[src/rtl/fetch_pc_unit.sv]
// Program counter and instruction buffer: issues predict-not-taken sequential fetches,
// queues returned words tagged with their address, and redirects/drains on taken branches.
module fetch_pc_unit #(
  parameter logic [31:0] RESET_VECTOR = 32'h0000_0100,
  parameter int          FIFO_DEPTH   = 4
) (
  input  logic        clk,
  input  logic        rst,
  input  logic        branch_valid,
  output logic        branch_ready,
  input  logic        branch_nia_valid,
  input  logic [31:0] branch_nia,
  output logic        fetch_req_valid,
  input  logic        fetch_req_ready,
  output logic [31:0] fetch_addr,
  input  logic        fetch_rsp_valid,
  input  logic [31:0] fetch_rsp_data,
  output logic        instr_valid,
  input  logic        instr_ready,
  output logic [31:0] instr_out,
  output logic [31:0] instr_cia
);

  localparam int PW = $clog2(FIFO_DEPTH);
  localparam int CW = PW + 1;
  localparam logic [CW:0]   DEPTH_SUM  = (CW+1)'(FIFO_DEPTH);
  localparam logic [CW-1:0] DEPTH_CNT  = CW'(FIFO_DEPTH);

  typedef enum logic {
    FETCH = 1'b0,
    DRAIN = 1'b1
  } state_t;

  state_t        state_reg, state_next;
  logic [31:0]   pc_reg, pc_next;
  logic [31:0]   tail_cia_reg, tail_cia_next;
  logic [CW-1:0] outstanding_reg, outstanding_next;
  logic [CW-1:0] drop_reg, drop_next;
  logic [CW-1:0] count_reg, count_next;
  logic [PW-1:0] rd_ptr_reg, rd_ptr_next;
  logic [PW-1:0] wr_ptr_reg, wr_ptr_next;

  logic          req_valid_next;
  logic          instr_valid_next;
  logic [31:0]   instr_out_next, instr_cia_next;

  logic [31:0]   data_mem [FIFO_DEPTH];
  logic [31:0]   cia_mem  [FIFO_DEPTH];

  logic          req_fire, rsp_ok, pop, taken, push;
  logic [31:0]   target;
  logic [CW:0]   credit_sum;

  assign target   = branch_nia & ~32'd3;
  assign req_fire = fetch_req_valid & fetch_req_ready;
  assign rsp_ok   = fetch_rsp_valid & (outstanding_reg != '0);
  assign pop      = instr_valid & instr_ready;
  assign taken    = branch_valid & branch_ready & branch_nia_valid;
  // Responses only enter the buffer while fetching and not being flushed this cycle.
  assign push     = rsp_ok & (state_reg == FETCH) & ~taken & ((count_reg != DEPTH_CNT) | pop);

  // Program counter and the address tag of the next word to be buffered.
  always_comb begin
    pc_next       = pc_reg;
    tail_cia_next = tail_cia_reg;
    if (taken) begin
      pc_next       = target;
      tail_cia_next = target;
    end else begin
      if (req_fire)
        pc_next = pc_reg + 32'd4;
      if (push)
        tail_cia_next = tail_cia_reg + 32'd4;
    end
  end

  always_comb begin
    outstanding_next = outstanding_reg + CW'(req_fire) - CW'(rsp_ok);
  end

  always_comb begin
    state_next = state_reg;
    drop_next  = drop_reg;
    if (taken) begin
      // Everything still in flight after this cycle belongs to the abandoned path.
      drop_next  = outstanding_next;
      state_next = (outstanding_next != '0) ? DRAIN : FETCH;
    end else if (state_reg == DRAIN && rsp_ok && drop_reg != '0) begin
      drop_next = drop_reg - CW'(1);
      if (drop_reg == CW'(1))
        state_next = FETCH;
    end
  end

  always_comb begin
    count_next  = count_reg;
    rd_ptr_next = rd_ptr_reg;
    wr_ptr_next = wr_ptr_reg;
    if (taken) begin
      count_next  = '0;
      rd_ptr_next = '0;
      wr_ptr_next = '0;
    end else begin
      if (pop)
        rd_ptr_next = rd_ptr_reg + PW'(1);
      if (push)
        wr_ptr_next = wr_ptr_reg + PW'(1);
      count_next = count_reg + CW'(push) - CW'(pop);
    end
  end

  // Next head of the buffer: either the word being written into an emptying buffer or a stored entry.
  always_comb begin
    instr_valid_next = (count_next != '0);
    instr_out_next   = instr_out;
    instr_cia_next   = instr_cia;
    if (count_next != '0) begin
      if (push && count_reg == CW'(pop)) begin
        instr_out_next = fetch_rsp_data;
        instr_cia_next = tail_cia_reg;
      end else begin
        instr_out_next = data_mem[rd_ptr_next];
        instr_cia_next = cia_mem[rd_ptr_next];
      end
    end
  end

  // In-flight requests plus buffered words never exceed the buffer, so responses always fit.
  always_comb begin
    credit_sum     = {1'b0, outstanding_next} + {1'b0, count_next};
    req_valid_next = (state_next == FETCH) && !taken && (credit_sum < DEPTH_SUM);
  end

  always_ff @(posedge clk) begin
    if (push) begin
      data_mem[wr_ptr_reg] <= fetch_rsp_data;
      cia_mem[wr_ptr_reg]  <= tail_cia_reg;
    end
  end

  always_ff @(posedge clk) begin
    if (rst) begin
      state_reg       <= FETCH;
      pc_reg          <= RESET_VECTOR;
      tail_cia_reg    <= RESET_VECTOR;
      outstanding_reg <= '0;
      drop_reg        <= '0;
      count_reg       <= '0;
      rd_ptr_reg      <= '0;
      wr_ptr_reg      <= '0;
      fetch_req_valid <= 1'b0;
      instr_valid     <= 1'b0;
      instr_out       <= '0;
      instr_cia       <= '0;
      branch_ready    <= 1'b0;
    end else begin
      state_reg       <= state_next;
      pc_reg          <= pc_next;
      tail_cia_reg    <= tail_cia_next;
      outstanding_reg <= outstanding_next;
      drop_reg        <= drop_next;
      count_reg       <= count_next;
      rd_ptr_reg      <= rd_ptr_next;
      wr_ptr_reg      <= wr_ptr_next;
      fetch_req_valid <= req_valid_next;
      instr_valid     <= instr_valid_next;
      instr_out       <= instr_out_next;
      instr_cia       <= instr_cia_next;
      branch_ready    <= 1'b1;
    end
  end

  assign fetch_addr = pc_reg;

endmodule
[config.mk]
export PLATFORM = sky130hd
export DESIGN_NAME = fetch_pc_unit
export DESIGN_NICKNAME = d
export VERILOG_FILES = /design/src/rtl/fetch_pc_unit.sv
export SDC_FILE = /design/constraint.sdc
export NUM_CORES = 1
export LEC_CHECK = 0
export ABC_AREA = 1
export CAP_MARGIN = 20
export CORE_UTILIZATION = 50
export DETAILED_ROUTE_END_ITERATION = 8
export PLACE_DENSITY_LB_ADDON = 0.3
export SLEW_MARGIN = 20
export SYNTH_ARGS = -nofsm -noshare
export SYNTH_HDL_FRONTEND = slang
export SYNTH_SLANG_ARGS = --single-unit
export TNS_END_PERCENT = 5
[constraint.sdc]
create_clock -name clk -period 12.8 [get_ports clk]
set_input_delay 2.56 -clock clk [delete_from_list [all_inputs] [get_ports clk]]
set_output_delay 2.56 -clock clk [all_outputs]
set_load 0.01 [all_outputs]
# Word level (Yosys, flattened, before mapping)
# Memories as Yosys holds them, arrays and structs flattened.
# Index checks and enable logic that the tools add are counted.
# Widths: inputs -> output; s select.
# classes
n_addsub	10
magnitude_cmp	1
n_eq_ne	3
n_mux	18
bitwise	12
reduce_logical	14
# ops
op	n
$mux 32	6
$add 32x3->32 const B	2
$reduce_bool 3->1	4
$mux 3	3
$and 1x1->1	8
$mux 1	7
$add 3x1->3	2
$reduce_bool 2->1	3
$sub 3x1->3	2
$logic_and 1x1->1	5
$add 2x1->2 const B	2
$add 3x3->4	1
$lt 4x3->1 const B	1
$mux 2	2
$eq 3x1->1	1
$eq 3x1->1 const B	1
$ne 3x3->1 const B	1
$not 1->1	3
$sub 3x1->3 const B	1
$reduce_or 2->1	1
$logic_not 1->1	1
$or 1x1->1	1
# totals
register_bits	145
mem_bits_rw	256
in_bits	71
output_inout_bits	99
elab_cells	75
memories	2
# mem_list
name	depth	width	rd	rd_clocked_by_memory_dff	write_ports	line	text
cia_mem	4	32	1	0	1	48	logic [31:0] cia_mem [FIFO_DEPTH];
data_mem	4	32	1	0	1	47	logic [31:0] data_mem [FIFO_DEPTH];

# Depth between registers and ports, before layout
# Gate-level depths: netlist (run 1).
# depth
ltp_word	11
ltp_mapped	19
mapped_depth_nobuf	17

# Worst setup path after synthesis (run 1)
# No wires, ideal clock.
# synth_path
path_kind	input to register
start	input branch_valid
end	memory cia_mem[0][10], enable pin
setup_ns	0.482
arrival_ns	5.769
required_ns	12.318
slack_ns	6.549
stages	6
path_buffers	1
cell_sequence	nand3_1 nand2_1 nor2_2 nand2_2 clkbuf_1 nor2_1
# synth_between
elab_chain_len	7
# synth_rtl
element	line	text
from (decl)	9	input logic branch_valid,
$and 1x1->1 (2 in a row)	58	assign taken = branch_valid & branch_ready & branch_nia_valid;
$not 1->1	60	assign push = rsp_ok & (state_reg == FETCH) & ~taken & ((count_reg != DEPTH_CNT) | pop);
$and 1x1->1 (2 in a row)	60	
$mux 1	135	if (push) begin
$mux 1 (not written as such)	137	cia_mem[wr_ptr_reg] <= tail_cia_reg;
to (decl)	48	
# Every way passes these cells.

# Worst setup path in the final report (run 1)
# layout_path
start	input branch_valid
end	register instr_cia[19]
# layout_between
elab_chain_len	9
elab_cells_between_ends	13
classes_between	2 x add/sub; 3 x mux; 5 x bitwise; 2 x reduce/logical; 1 x memory
# layout_rtl
element	line	text
$and 1x1->1 * (2 in a row)	58	
$not 1->1	60	
$and 1x1->1 (2 in a row)	60	
$add 3x1->3	108	count_next = count_reg + CW'(push) - CW'(pop);
$sub 3x1->3	108	
$mux 3 *	99	if (taken) begin
via count_next[1]	39	logic [CW-1:0] count_reg, count_next;
$reduce_bool 3->1 *	117	if (count_next != '0) begin
to (signal assigned)	168	instr_cia <= instr_cia_next;
to (decl)	21	output logic [31:0] instr_cia
# Mark *: on every way through the listed nets, which the timed path passes. The rest lies on a longest branch.
# A chain may end at the register's enable or synchronous reset.

==> results of run 1 <==
[stage by stage]
| stage | power (mW) | area, µm² |
|---|---|---|
| after floorplan | 2.55 | 17900 |
| after global placement | 2.93 | 19700 |
| after detailed placement | 2.97 | 19700 |
| after CTS | 4.14 | 21000 |
| after global routing | 4.37 | 21000 |
| final | 4.10 | 21000 |
[synthesized netlist by cell type (2+ instances only)]
| cell | number | area share [%] |
|---|---|---|
| sky130_fd_sc_hd__nor2_1 | 260 | 5.5 |
| sky130_fd_sc_hd__or2_2 | 3 | 0.11 |
| sky130_fd_sc_hd__clkbuf_2 | 3 | 0.084 |
| sky130_fd_sc_hd__nand4_1 | 7 | 0.25 |
| sky130_fd_sc_hd__dfxtp_1 | 139 | 16 |
| sky130_fd_sc_hd__a21oi_1 | 50 | 1.4 |
| sky130_fd_sc_hd__nand3_1 | 138 | 3.9 |
| sky130_fd_sc_hd__o211ai_1 | 65 | 2.7 |
| sky130_fd_sc_hd__fa_1 | 2 | 0.22 |
| sky130_fd_sc_hd__inv_2 | 4 | 0.084 |
| sky130_fd_sc_hd__buf_2 | 64 | 1.8 |
| sky130_fd_sc_hd__buf_6 | 3 | 0.19 |
| sky130_fd_sc_hd__buf_4 | 8 | 0.34 |
| sky130_fd_sc_hd__o21ai_0 | 122 | 3.4 |
| sky130_fd_sc_hd__xor2_1 | 8 | 0.39 |
| sky130_fd_sc_hd__a21oi_2 | 2 | 0.098 |
| sky130_fd_sc_hd__nand2_1 | 665 | 14 |
| sky130_fd_sc_hd__nor2_4 | 3 | 0.19 |
| sky130_fd_sc_hd__nor2_2 | 4 | 0.14 |
| sky130_fd_sc_hd__clkbuf_1 | 19 | 0.40 |
| sky130_fd_sc_hd__inv_1 | 247 | 5.2 |
| sky130_fd_sc_hd__nand2_2 | 5 | 0.18 |
| sky130_fd_sc_hd__nor3_1 | 4 | 0.11 |
| sky130_fd_sc_hd__a31oi_1 | 9 | 0.32 |
| sky130_fd_sc_hd__xnor2_1 | 2 | 0.098 |
| sky130_fd_sc_hd__ha_1 | 15 | 1.1 |
| sky130_fd_sc_hd__edfxtp_1 | 248 | 42 |
[critical path, stage by stage]
cell                              delay [ns]
sky130_fd_sc_hd__clkdlybuf4s50_1        0.42
sky130_fd_sc_hd__nand3_2                0.07
sky130_fd_sc_hd__buf_4                  0.61
sky130_fd_sc_hd__nand2_1                0.13
sky130_fd_sc_hd__nor2_2                 0.22
sky130_fd_sc_hd__nand2_2                0.28
sky130_fd_sc_hd__ha_1                   0.39
sky130_fd_sc_hd__inv_1                  0.05
sky130_fd_sc_hd__ha_1                   0.18
sky130_fd_sc_hd__fa_1                   0.44
sky130_fd_sc_hd__nand2_2                0.10
sky130_fd_sc_hd__inv_2                  0.06
sky130_fd_sc_hd__nor2_2                 0.11
sky130_fd_sc_hd__nand2_2                0.11
sky130_fd_sc_hd__nand2_4                0.67
sky130_fd_sc_hd__nor2_1                 0.11
sky130_fd_sc_hd__nand2_1                0.14
sky130_fd_sc_hd__nand2_1                0.05
[final timing paths]
kind / start / end
worst max register to register: branch_ready / instr_cia[19]
worst min register to register: instr_cia[30] / instr_cia[30]
worst min-delay path: instr_cia[30] / instr_cia[30]
worst max-delay path: branch_valid / instr_cia[19]
[area by class of cell]
class | count | area [µm²]
Fill cell | 2956 | 13800
Timing Repair Buffer | 178 | 1740
Clock inverter | 14 | 113
Sequential cell | 387 | 10200
Inverter | 252 | 946
Tap cell | 455 | 569
Clock buffer | 62 | 1220
Multi-Input combinational cell | 1378 | 6220
[kinds of logic after synthesis]
logic type / after synthesis / share of synthesized area, %
and+or+nand+nor: 1093 / 24.5
DFF: 387 / 57.3
buffers and inverters: 350 / 8.12
AOI/OAI and AO/OA: 253 / 8.18
adders and majority gates: 17 / 1.28
xor gates and xnor gates: 10 / 0.491
other: 1 / 0.0210
muxes: 1 / 0.0561
[metal layers]
layer / up-vias / part of all wire [%] / routed length (µm) / GRT usage (%)
met5: - / 0 / 0 / 0
met4: 0 / 2.6 / 1090 / 7.32
met3: 81 / 6.7 / 2800 / 3.40
met2: 487 / 47 / 19500 / 38.1
met1: 6539 / 44 / 18500 / 30.9
li1: 7072 / - / - / -
[power by group]
group | switching, mW | total (mW) | internal, mW
logic | 0.777 | 1.22 | 0.446
clock network | 0.481 | 1.16 | 0.683
registers | 0.147 | 1.72 | 1.57
total | 1.41 | 4.10 | 2.70
==> results.txt, run 1 <==
The wire-length estimate of the detail-placed layout is 24.8 mm. Most common library cell in the layout ignoring fill and taps: sky130_fd_sc_hd__nand2_1. The detailed-routing iteration count for the pre-antenna-repair pass was 7; the post-cts sizing count was 0.

The register-to-register path setup slack is 8.63 ns, and the initial antenna violation count is 0. The worst path uses 49.3% of the clock period. Entering global routing, the biggest net connects 119 pins.

The logs give 30.9% for the worst slew slack as a fraction of its limit and 0.54 ns for the clock network latency to the later pin of the worst-skew pair. The number of clock buffers inserted by TritonCTS is 42, and the worst setup skew after layout is 0.0151 ns. The ratio of routed vias to standard cells came out at 5.20.

The run finished with clean final reports. Measured along the y axis, the die boundary spans 191 µm. The worst-case setup slack after placement was 5.92 ns; the final weighted congestion in routability-driven placement was 0.914. Setup repair after global routing left no endpoint under its margin.

Dividing the synthesized area by the synthesized cell count gives 8.45 µm². Yosys mapped the design onto 40 distinct sky130hd cell types. Leaving out fill and tap cells, the most frequent cells in the layout are sky130_fd_sc_hd__nand2_1 (665), sky130_fd_sc_hd__nor2_1 (256), sky130_fd_sc_hd__edfxtp_1 (248), sky130_fd_sc_hd__inv_1 (247), sky130_fd_sc_hd__clkdlybuf4s50_1 (163). The number of core rows is 68, and the via count of the first global-routing pass is 13300. The logs give 0 for the final count of pins violating max slew and 0 for the number of endpoints failing setup at the final stage. The area growth from synthesis to layout is 17.9%.

For the smallest setup slack after layout, the log shows 6.49 ns. The critical path is of the in2reg type. The count of non-filler cells in the finished layout is 2726, and the proportion of synthesized chip area in sequential cells is 57.3%. The worst hold path was traced through 2 stages. The first global-routing pass estimated 66.5 mm of wire. Summed over all layers, the routed wires come to 41.8 mm. The type of origin of the critical path is an input port. The largest registers in the layout are data_mem: 128 flops, cia_mem: 120 flops, instr_out: 32 flops. After the last flow step, the layout net total stands at 2327. After synthesis the netlist holds a flip-flop and latch count of 387.

The share of flip-flops with an asynchronous set or reset after synthesis came out at 0%. Maximum fanout along the worst path: 65. Counting every sink on the clock net gives 387. Summing every instance area after synthesis gives 17900 µm². Detailed routing inserted a total of 14200 vias. STA classifies the critical path endpoint as a flip-flop. Initial standard-cell utilization of the core: 51.3%. data_mem holds more flip-flops than any other register. The analysis attributes to cell leakage a power of 8.94 nW. The number of placed instances, taps included was 2650.

No sink is reached through more buffers than the 3 on the longest clock path. Synthesis produced a netlist whose cell count is 2112. Mean routed wirelength per cell: 15.3 µm. Data arrives at the worst endpoint at 6.74 ns.

In this run the post-CTS setup repair buffer count came out at 0. The first routing iteration left 916 violations. The final critical-path required period is 6.31 ns, and the upper clock frequency limit is 0.158 GHz.

The horizontal extent of the die was 191 µm; the full die area was 36500 µm². Measured on the finished design, the core utilization comes to 60.5%. Once detail routing completed, the nets flagged for antenna violations numbered 0.

Clock-pin slew was measured on the worst setup and hold paths at 0.05 ns. The final global-route overflow total came out at 0. Buffers placed on the I/O ports in this run total 163. The logs give 0 for the post-route DRC violation count and 0 for the count of endpoints failing hold in the final timing report. The worst-margin pin slew came out at 1.04 ns. The buffer cell driving the clock tree root was sky130_fd_sc_hd__clkbuf_16.

The min-delay analysis places its worst path in the category reg2reg. 170 I/O pins were placed. For the total track usage, the log shows 23.0%. The number of flip-flops in the largest register came out at 128. The run gives 0.451 ns as the worst-case hold slack. For the worst flop-to-flop path, the logic depth is 17.

Hold repair after CTS inserted 0 buffers. The fraction of layout cells with a size suffix above 1 is 4.54%, and the number of synthesized flops with an enable pin is 248. The worst-case IR drop observed on VDD is 0.000123 V. Sum of negative setup slack: 0 ns. Yosys printed 0 warnings.

The number of antenna diodes is 0, and the H-tree depth is 2. STA puts the critical path data required time at 13.23 ns. For the reported max-cap violation count, the log shows 0. In this run the power density over the cells is 195 nW/µm². The dominant synthesized flop cell was sky130_fd_sc_hd__edfxtp_1. The core region is 34800 µm². TritonCTS built the clock tree.
Power figures use the tool's default switching activity.
==> run 2: changes to the inputs <==
==> constraint.sdc (replaced) <==
create_clock -name clk -period 5.95 [get_ports clk]
set_input_delay 1.19 -clock clk [delete_from_list [all_inputs] [get_ports clk]]
set_output_delay 1.19 -clock clk [all_outputs]
set_load 0.01 [all_outputs]
==> run 2 against run 1 <==
Clock power grew 130%. Utilization is 0.47 points higher. Worst setup slack worse by 4.8 ns. Critical path depth is 2 lower. Sequential power increased by 120%. Register-to-register slack worse by 6.2 ns. Sequential share of layout area decreased by 0.38 points. Die area unchanged. First-iteration DRC count increased by 0.11%. Via count up 1.3%. Sequential cell count is the same. Clock skew is 0.0015 ns higher.
==> results.txt, run 2 (same netlist as run 1, synthesis figures left out) <==
The area of the core came out at 34800 µm² (unchanged). Mean routed wirelength per cell: 15.7 µm (+2.4%). The arrival time at the worst endpoint is 4.74 ns (-2.00 ns).

Count of input and output buffers: 163 (unchanged). The tools report the worst IR drop on VDD as 0.000365 V (+200%). Compared with the post-synthesis result, the final layout area differs by 18.8%. The logs give 19800 µm² (+0.22%) for the cell area after placement and 23.9% (+0.91 points) for the total track usage.

For the total of hold buffers inserted after clock tree synthesis, the log shows 0 (unchanged). The sequential group share of total power was 40.8% (-1.0 points); the final antenna-violating net count was 0 (unchanged). The horizontal extent of the die is 191 µm (unchanged). Initial DRC count: 917 (+0.11%). The number of top-level design ports was 170 (unchanged). In the final layout, the registers with the most flip-flops are data_mem: 128 flops, cia_mem: 120 flops, instr_out: 32 flops. The reported max-cap violation count was 0 (unchanged). The tools report the cell area after layout as 21200 µm² (+0.78%). For the combinational group share of total power, the log shows 29.5% (-0.3 points).

For the upper clock frequency limit, the log shows 0.234 GHz. The tools report the number of antenna diodes as 0 (unchanged). Critical path capture point type: a flip-flop. The number of flip-flops in the largest register was 128 (unchanged). The longest individual stage delay on the worst path works out to 0.63 ns (-0.04 ns). Type of origin of the critical path: an input port. The top cell types in the final layout, fill and taps aside, are sky130_fd_sc_hd__nand2_1 (665), sky130_fd_sc_hd__nor2_1 (256), sky130_fd_sc_hd__edfxtp_1 (248), sky130_fd_sc_hd__inv_1 (247), sky130_fd_sc_hd__clkdlybuf4s50_1 (163). The full die area was 36500 µm² (unchanged); the buffers plus inverters on the worst setup path was 4 (unchanged). The run gives 0 (unchanged) as the initial antenna violation count. The deepest clock path buffer count is 3 (unchanged), and the number of core rows is 68 (unchanged).

The run gives 0 (unchanged) as the count of buffers added by post-CTS timing repair for setup. For the total wire length after detailed routing, the log shows 43.0 mm (+2.7%). The total met3 wirelength after detailed routing came out at 2.89 mm (+3.2%). The final critical-path required period is 4.27 ns, and the maximum number of pins on one net before global-route repair is 99 (-17%). Final count of pins violating max slew: 0 (unchanged). The final weighted congestion in routability-driven placement is 0.868 (-5.0%).

TritonCTS built the clock tree. The detailed-routing iteration count for the pre-antenna-repair pass came out at 5 (-2). The tree is rooted in a sky130_fd_sc_hd__clkbuf_16. The logs give 2 (unchanged) for the H-tree depth and 5.99 mW (+120%) for the cell-internal power. The count of endpoints failing hold in the final timing report was 0 (unchanged). The logs give 26.0 mm (+4.8%) for the placed wire-length estimate and 60.9% (+0.47 points) for the fraction of the core area covered by cells at the end of the flow. The type of the worst setup path is in2reg. The run gives 43 (+2.4%) as the number of clock buffers inserted by TritonCTS. In the finished design, the share of the clock period the worst path needs comes to 71.7%. The run gives 0.54 ns (about the same) as the clock network latency to the later pin of the worst-skew pair.

The tools report the share of total power in the clock network as 29.7% (+1.3 points). The worst endpoint required time is 6.42 ns (-6.81 ns). The static leakage was 9.03 nW (+0.99%); the ratio of routed vias to standard cells was 5.25 (+1.0%). The number of endpoints failing setup at the final stage came out at 0 (unchanged).

The maximum fanout along the worst path works out to 62 (-4.6%). The kind of cell with the highest combined delay along the critical path is simple AND/OR/NAND/NOR gates. The number of nets in the layout came out at 2332 (+0.21%). The power density over the cells came out at 427 nW/µm² (+120%). The worst slew slack as a fraction of its limit was 33.7% (+2.8 points); the number of clock sinks was 387 (unchanged). Fraction of layout cells with a size suffix above 1: 5.05% (+0.51 points). Setup repair after global routing left no endpoint under its margin.

The logs give 14400 (+1.3%) for the detailed-route via count and 0 (unchanged) for the final global-route overflow total. The post-cts sizing count was 0 (unchanged); the via count of the first global-routing pass was 13800 (+3.7%). The routed length on met1 was 18.8 mm (+2.0%). Leaving out fill and tap cells, the most frequent cell in the layout is sky130_fd_sc_hd__nand2_1. The worst-margin pin slew is 0.995 ns (-0.0419 ns). Walking the worst path, the cells encountered are clkdlybuf4s50_1 -> nand2_1 -> nand3_1 -> nand2_2 -> ha_1 -> inv_1 -> ha_1 -> fa_1 -> nand2_2 -> inv_2 -> nor2_2 -> nand2_2 -> nor2_4 -> buf_4 -> nand2_1 -> nand2_1.

The tools report the first-pass GRT wire length as 69.0 mm (+3.8%). The tools report the worst setup skew after layout as 0.0166 ns (+0.00148 ns). The tightest min-delay check is of the reg2reg type. The post-route DRC violation count came out at 0 (unchanged). Among all stages on the critical path, the largest delay is contributed by sky130_fd_sc_hd__buf_4.

The flow ran to the end, and the final reports show no timing, DRC or antenna violations. The switching share of total power is 33.8% (-0.42 points). The die extent in y works out to 191 µm (unchanged).

The uppermost metal layer occupied by signal nets is met4. For the initial standard-cell utilization of the core, the log shows 51.3% (unchanged). Ranked by flip-flop count, first place goes to data_mem. The clock transition at the registers of the reported paths came out at 0.06 ns (about the same). The detailed route wirelength on metal2 is 20.3 mm (+4.1%), and the total net switching power is 3.06 mW (+120%).

The run gives 0 ns (unchanged) as the sum of negative setup slack.
-- run 2: cell count changes in the layout (fill, tap and decap cells not counted), sizes merged --
cell    before  now
buf         15   19
bufinv       1    5
clkbuf      62   57
clkinv      11   18
inv        254  252
-- run 2: worst min-delay path, stage by stage (launching register included) --
cell and delay (ns):
sky130_fd_sc_hd__dfxtp_1 0.31, sky130_fd_sc_hd__nand2_1 0.06, sky130_fd_sc_hd__nand2_1 0.04
-- run 2: layout make-up --
class	instances	area, µm²
clock inverter	23	253
sequential	387	10200
timing repair buffer	182	1790
tap	455	569
inverter	252	946
multi-input combinational	1378	6220
clock buffer	57	1200
fill	2867	13600
-- run 2: power by group through the flow --
| stage | sequential [mW] | clock [mW] | combinational, mW |
|---|---|---|---|
| 2_1_floorplan | 3.73 | 0 | 1.76 |
| 3_3_place_gp | 3.73 | 0 | 2.60 |
| 3_5_place_dp | 3.74 | 0 | 2.67 |
| 4_1_cts | 3.69 | 2.74 | 2.69 |
| 5_1_grt | 3.75 | 2.85 | 3.05 |
| 6_report | 3.70 | 2.69 | 2.67 |
-- run 2: final timing paths --
check	from	endpoint	slack [ns]	depth (start not counted)
worst min register to register	instr_out[22]	instr_out[22]	0.45	2
worst max register to register	instr_valid	instr_cia[17]	2.42	15
worst max-delay path	instr_ready	instr_cia[17]	1.68	16
worst min-delay path	instr_out[22]	instr_out[22]	0.45	2
-- run 2: per-stage QoR --
stage	hold WS, ns	power (mW)	cells	setup WS, ns
floorplan	0.430	5.49	2115	1.07
CTS	0.452	9.13	2734	1.69
detailed placement	0.440	6.41	2654	1.16
global placement	0.436	6.32	2654	1.21
finish	0.449	9.06	2734	1.68
global route	0.466	9.64	2734	1.38
-- run 2: routing by layer --
layer	vias to the layer above	GRT usage [%]
li1	7078	-
met1	6700	31.6
met2	504	40.1
met3	83	3.65
met4	0	7.60
met5	-	0
==> run 3: changes to the inputs <==
==> constraint.sdc (replaced) <==
create_clock -name clk -period 3.81 [get_ports clk]
set_input_delay 0.762 -clock clk [delete_from_list [all_inputs] [get_ports clk]]
set_output_delay 0.762 -clock clk [all_outputs]
set_load 0.01 [all_outputs]
==> run 3 against run 2 <==
Utilization up 0.51 points. Sequential power up 56%. Critical path depth up 1. Worst setup slack worse by 1.1 ns.
==> results.txt, run 3 (same netlist as run 1, synthesis figures left out) <==
Walking the worst path, the cells encountered are clkdlybuf4s50_1 -> nand2_1 -> nand3_1 -> nand2_2 -> ha_1 -> inv_1 -> ha_1 -> fa_1 -> nand2_2 -> inv_2 -> nor2_2 -> nand2_2 -> nand2_4 -> buf_12 -> nor2_1 -> nand2_1 -> nand2_1. The total power of the final layout is 14.2 mW (+57%). TritonCTS built the clock tree. The tools report the worst slew slack as a fraction of its limit as 46.4% (+13 points).

Power density over the cells: 664 nW/µm² (+56%). The final global-route overflow total was 0 (unchanged); the longest individual stage delay on the worst path was 0.50 ns (-0.13 ns). The die extent in y was 191 µm (unchanged); the maximum number of pins on one net before global-route repair was 181 (+83%).

The first-pass GRT wire length is 68.2 mm (-1.3%), and the initial standard-cell utilization of the core is 51.3% (unchanged). Setup repair after global routing left no endpoint under its margin. Area growth from synthesis to layout: 19.8%. The run gives 0 (unchanged) as the reported max-cap violation count. Upper clock frequency limit: 0.310 GHz.

The largest registers in the layout are data_mem: 128 flops, cia_mem: 120 flops, instr_out: 32 flops. Total of hold buffers inserted after clock tree synthesis: 0 (unchanged). Fraction of layout cells with a size suffix above 1: 5.12% (+0.079 points).

The ratio of routed vias to standard cells works out to 5.23 (-0.38%). The tools report the total wire length after detailed routing as 42.6 mm (-0.90%). The fraction of the core area covered by cells at the end of the flow is 61.5% (+0.51 points), and the placed wire-length estimate is 25.9 mm (-0.12%).

The root buffer cell chosen for the clock tree is sky130_fd_sc_hd__clkbuf_16. Clock transition at the registers of the reported paths: 0.06 ns (about the same). Number of clock sinks: 387 (unchanged).

Detailed-routing iteration count for the pre-antenna-repair pass: 7 (+2). The smallest setup slack after layout is 0.580 ns (-1.10 ns), and the worst-case reg-to-reg path depth is 16 (+1). The tools report the worst endpoint required time as 4.27 ns (-2.15 ns).

Most common library cell in the layout ignoring fill and taps: sky130_fd_sc_hd__nand2_1. In the layout the commonest cells are sky130_fd_sc_hd__nand2_1 (665), sky130_fd_sc_hd__nor2_1 (256), sky130_fd_sc_hd__edfxtp_1 (248), sky130_fd_sc_hd__inv_1 (247), sky130_fd_sc_hd__clkdlybuf4s50_1 (163). The initial antenna violation count is 0 (unchanged).

The run gives 0 (unchanged) as the post-route DRC violation count. The tools report the worst IR drop on VDD as 0.000528 V (+45%). Total track usage: 23.5% (-0.35 points). The worst setup path is captured at a flip-flop. The worst path uses 84.8% of the clock period. The flow ran to the end, and the final reports show no timing, DRC or antenna violations.

For the via count of the first global-routing pass, the log shows 13500 (-2.3%). Horizontal extent of the die: 191 µm (unchanged). The logs give 0 (unchanged) for the count of buffers added by post-CTS timing repair for setup and 2340 (+0.34%) for the number of nets in the layout. The tools report the number of antenna diodes as 0 (unchanged). Among all stages on the critical path, the largest delay is contributed by sky130_fd_sc_hd__fa_1. The register with the most flip-flops was data_mem. Clock network latency to the later pin of the worst-skew pair: 0.53 ns (about the same).

The final count of pins violating max slew came out at 0 (unchanged). In this design, the largest share of critical-path delay is due to simple AND/OR/NAND/NOR gates. The worst-margin pin slew works out to 0.804 ns (-0.191 ns). The mean routed wirelength per cell is 15.6 µm (-1.0%), and the final antenna-violating net count is 0 (unchanged). The count of endpoints failing hold in the final timing report is 0 (unchanged), and the number of top-level design ports is 170 (unchanged). The count of input and output buffers was 163 (unchanged).

In this run the worst hold path is classified as reg2reg. The depth of the critical timing path with buffers and inverters included is 17 (+1), and the number of cells on the worst hold path is 2 (unchanged). The buffers plus inverters on the worst setup path is 4 (unchanged). The run gives 1030 (+12%) as the initial DRC count.

The final critical-path required period is 3.23 ns, and the maximum fanout along the worst path is 28 (-55%). For the worst-case setup slack after placement, the log shows 0.0778 ns (-1.08 ns). The run gives 0.0175 ns (+0.000931 ns) as the worst setup skew after layout.

The arrival time at the worst endpoint was 3.69 ns (-1.05 ns). The H-tree depth is 2 (unchanged). The logs give 36500 µm² (unchanged) for the full die area and 0 (unchanged) for the post-cts sizing count. STA classifies the critical path startpoint as an input port.

The number of flip-flops in the largest register is 128 (unchanged), and the deepest clock path buffer count is 3 (unchanged). By startpoint and endpoint, the worst setup path is classified as in2reg. Number of endpoints failing setup at the final stage: 0 (unchanged). The number of clock buffers inserted by TritonCTS came out at 41 (-4.7%).

The tools report the number of core rows as 68 (unchanged). Area of the core: 34800 µm² (unchanged). The logs give 14300 (-0.24%) for the detailed-route via count and 0.887 (+2.2%) for the final weighted congestion in routability-driven placement. The static leakage is 9.08 nW (+0.63%).
## run 3: report_power, final
group	switching, mW	total [mW]	internal (mW)
Sequential	0.510	5.77	5.26
Clock	1.59	4.10	2.52
Combinational	2.66	4.33	1.67
Total	4.76	14.2	9.44
## run 3: final cells by class
class,instances,area [µm²]
clock inverter,15,236
inverter,252,946
fill,2913,13400
timing repair buffer,192,2020
tap,455,569
multi-input combinational,1378,6220
clock buffer,59,1150
sequential,387,10200
## run 3: per-layer routing
layer | global-route usage [%] | vias to the layer above | part of all wire, %
met1 | 32.3 | 6664 | 44
met2 | 39.4 | 507 | 47
met3 | 2.79 | 65 | 7.2
met4 | 6.28 | 0 | 2.1
met5 | 0 | - | 0
li1 | - | 7095 | -
## run 3: stage by stage
step	TNS (ns)	cells	instance area, µm²	hold WS, ns
6_report	0	2738	21400	0.450
2_1_floorplan	-159.54	2115	17900	0.430
4_1_cts	0	2738	21400	0.453
5_1_grt	0	2738	21400	0.469
3_5_place_dp	0	2664	20000	0.440
3_3_place_gp	0	2664	20000	0.436
## run 3: worst register-to-register path: cells and delay by family, from the launching register on
family	cells	cell delay [ns]
simple gates	10	1.12
fa+ha+maj	3	0.98
flops	1	0.41
buf+inv	3	0.37
## run 3: final timing paths
kind                            slack [ns]    startpoint             to
worst max-delay path                  0.58   instr_ready  instr_out[12]
worst min-delay path                  0.45  instr_out[0]   instr_out[0]
worst max register to register        0.86   instr_valid  instr_out[12]
worst min register to register        0.45  instr_out[0]   instr_out[0]
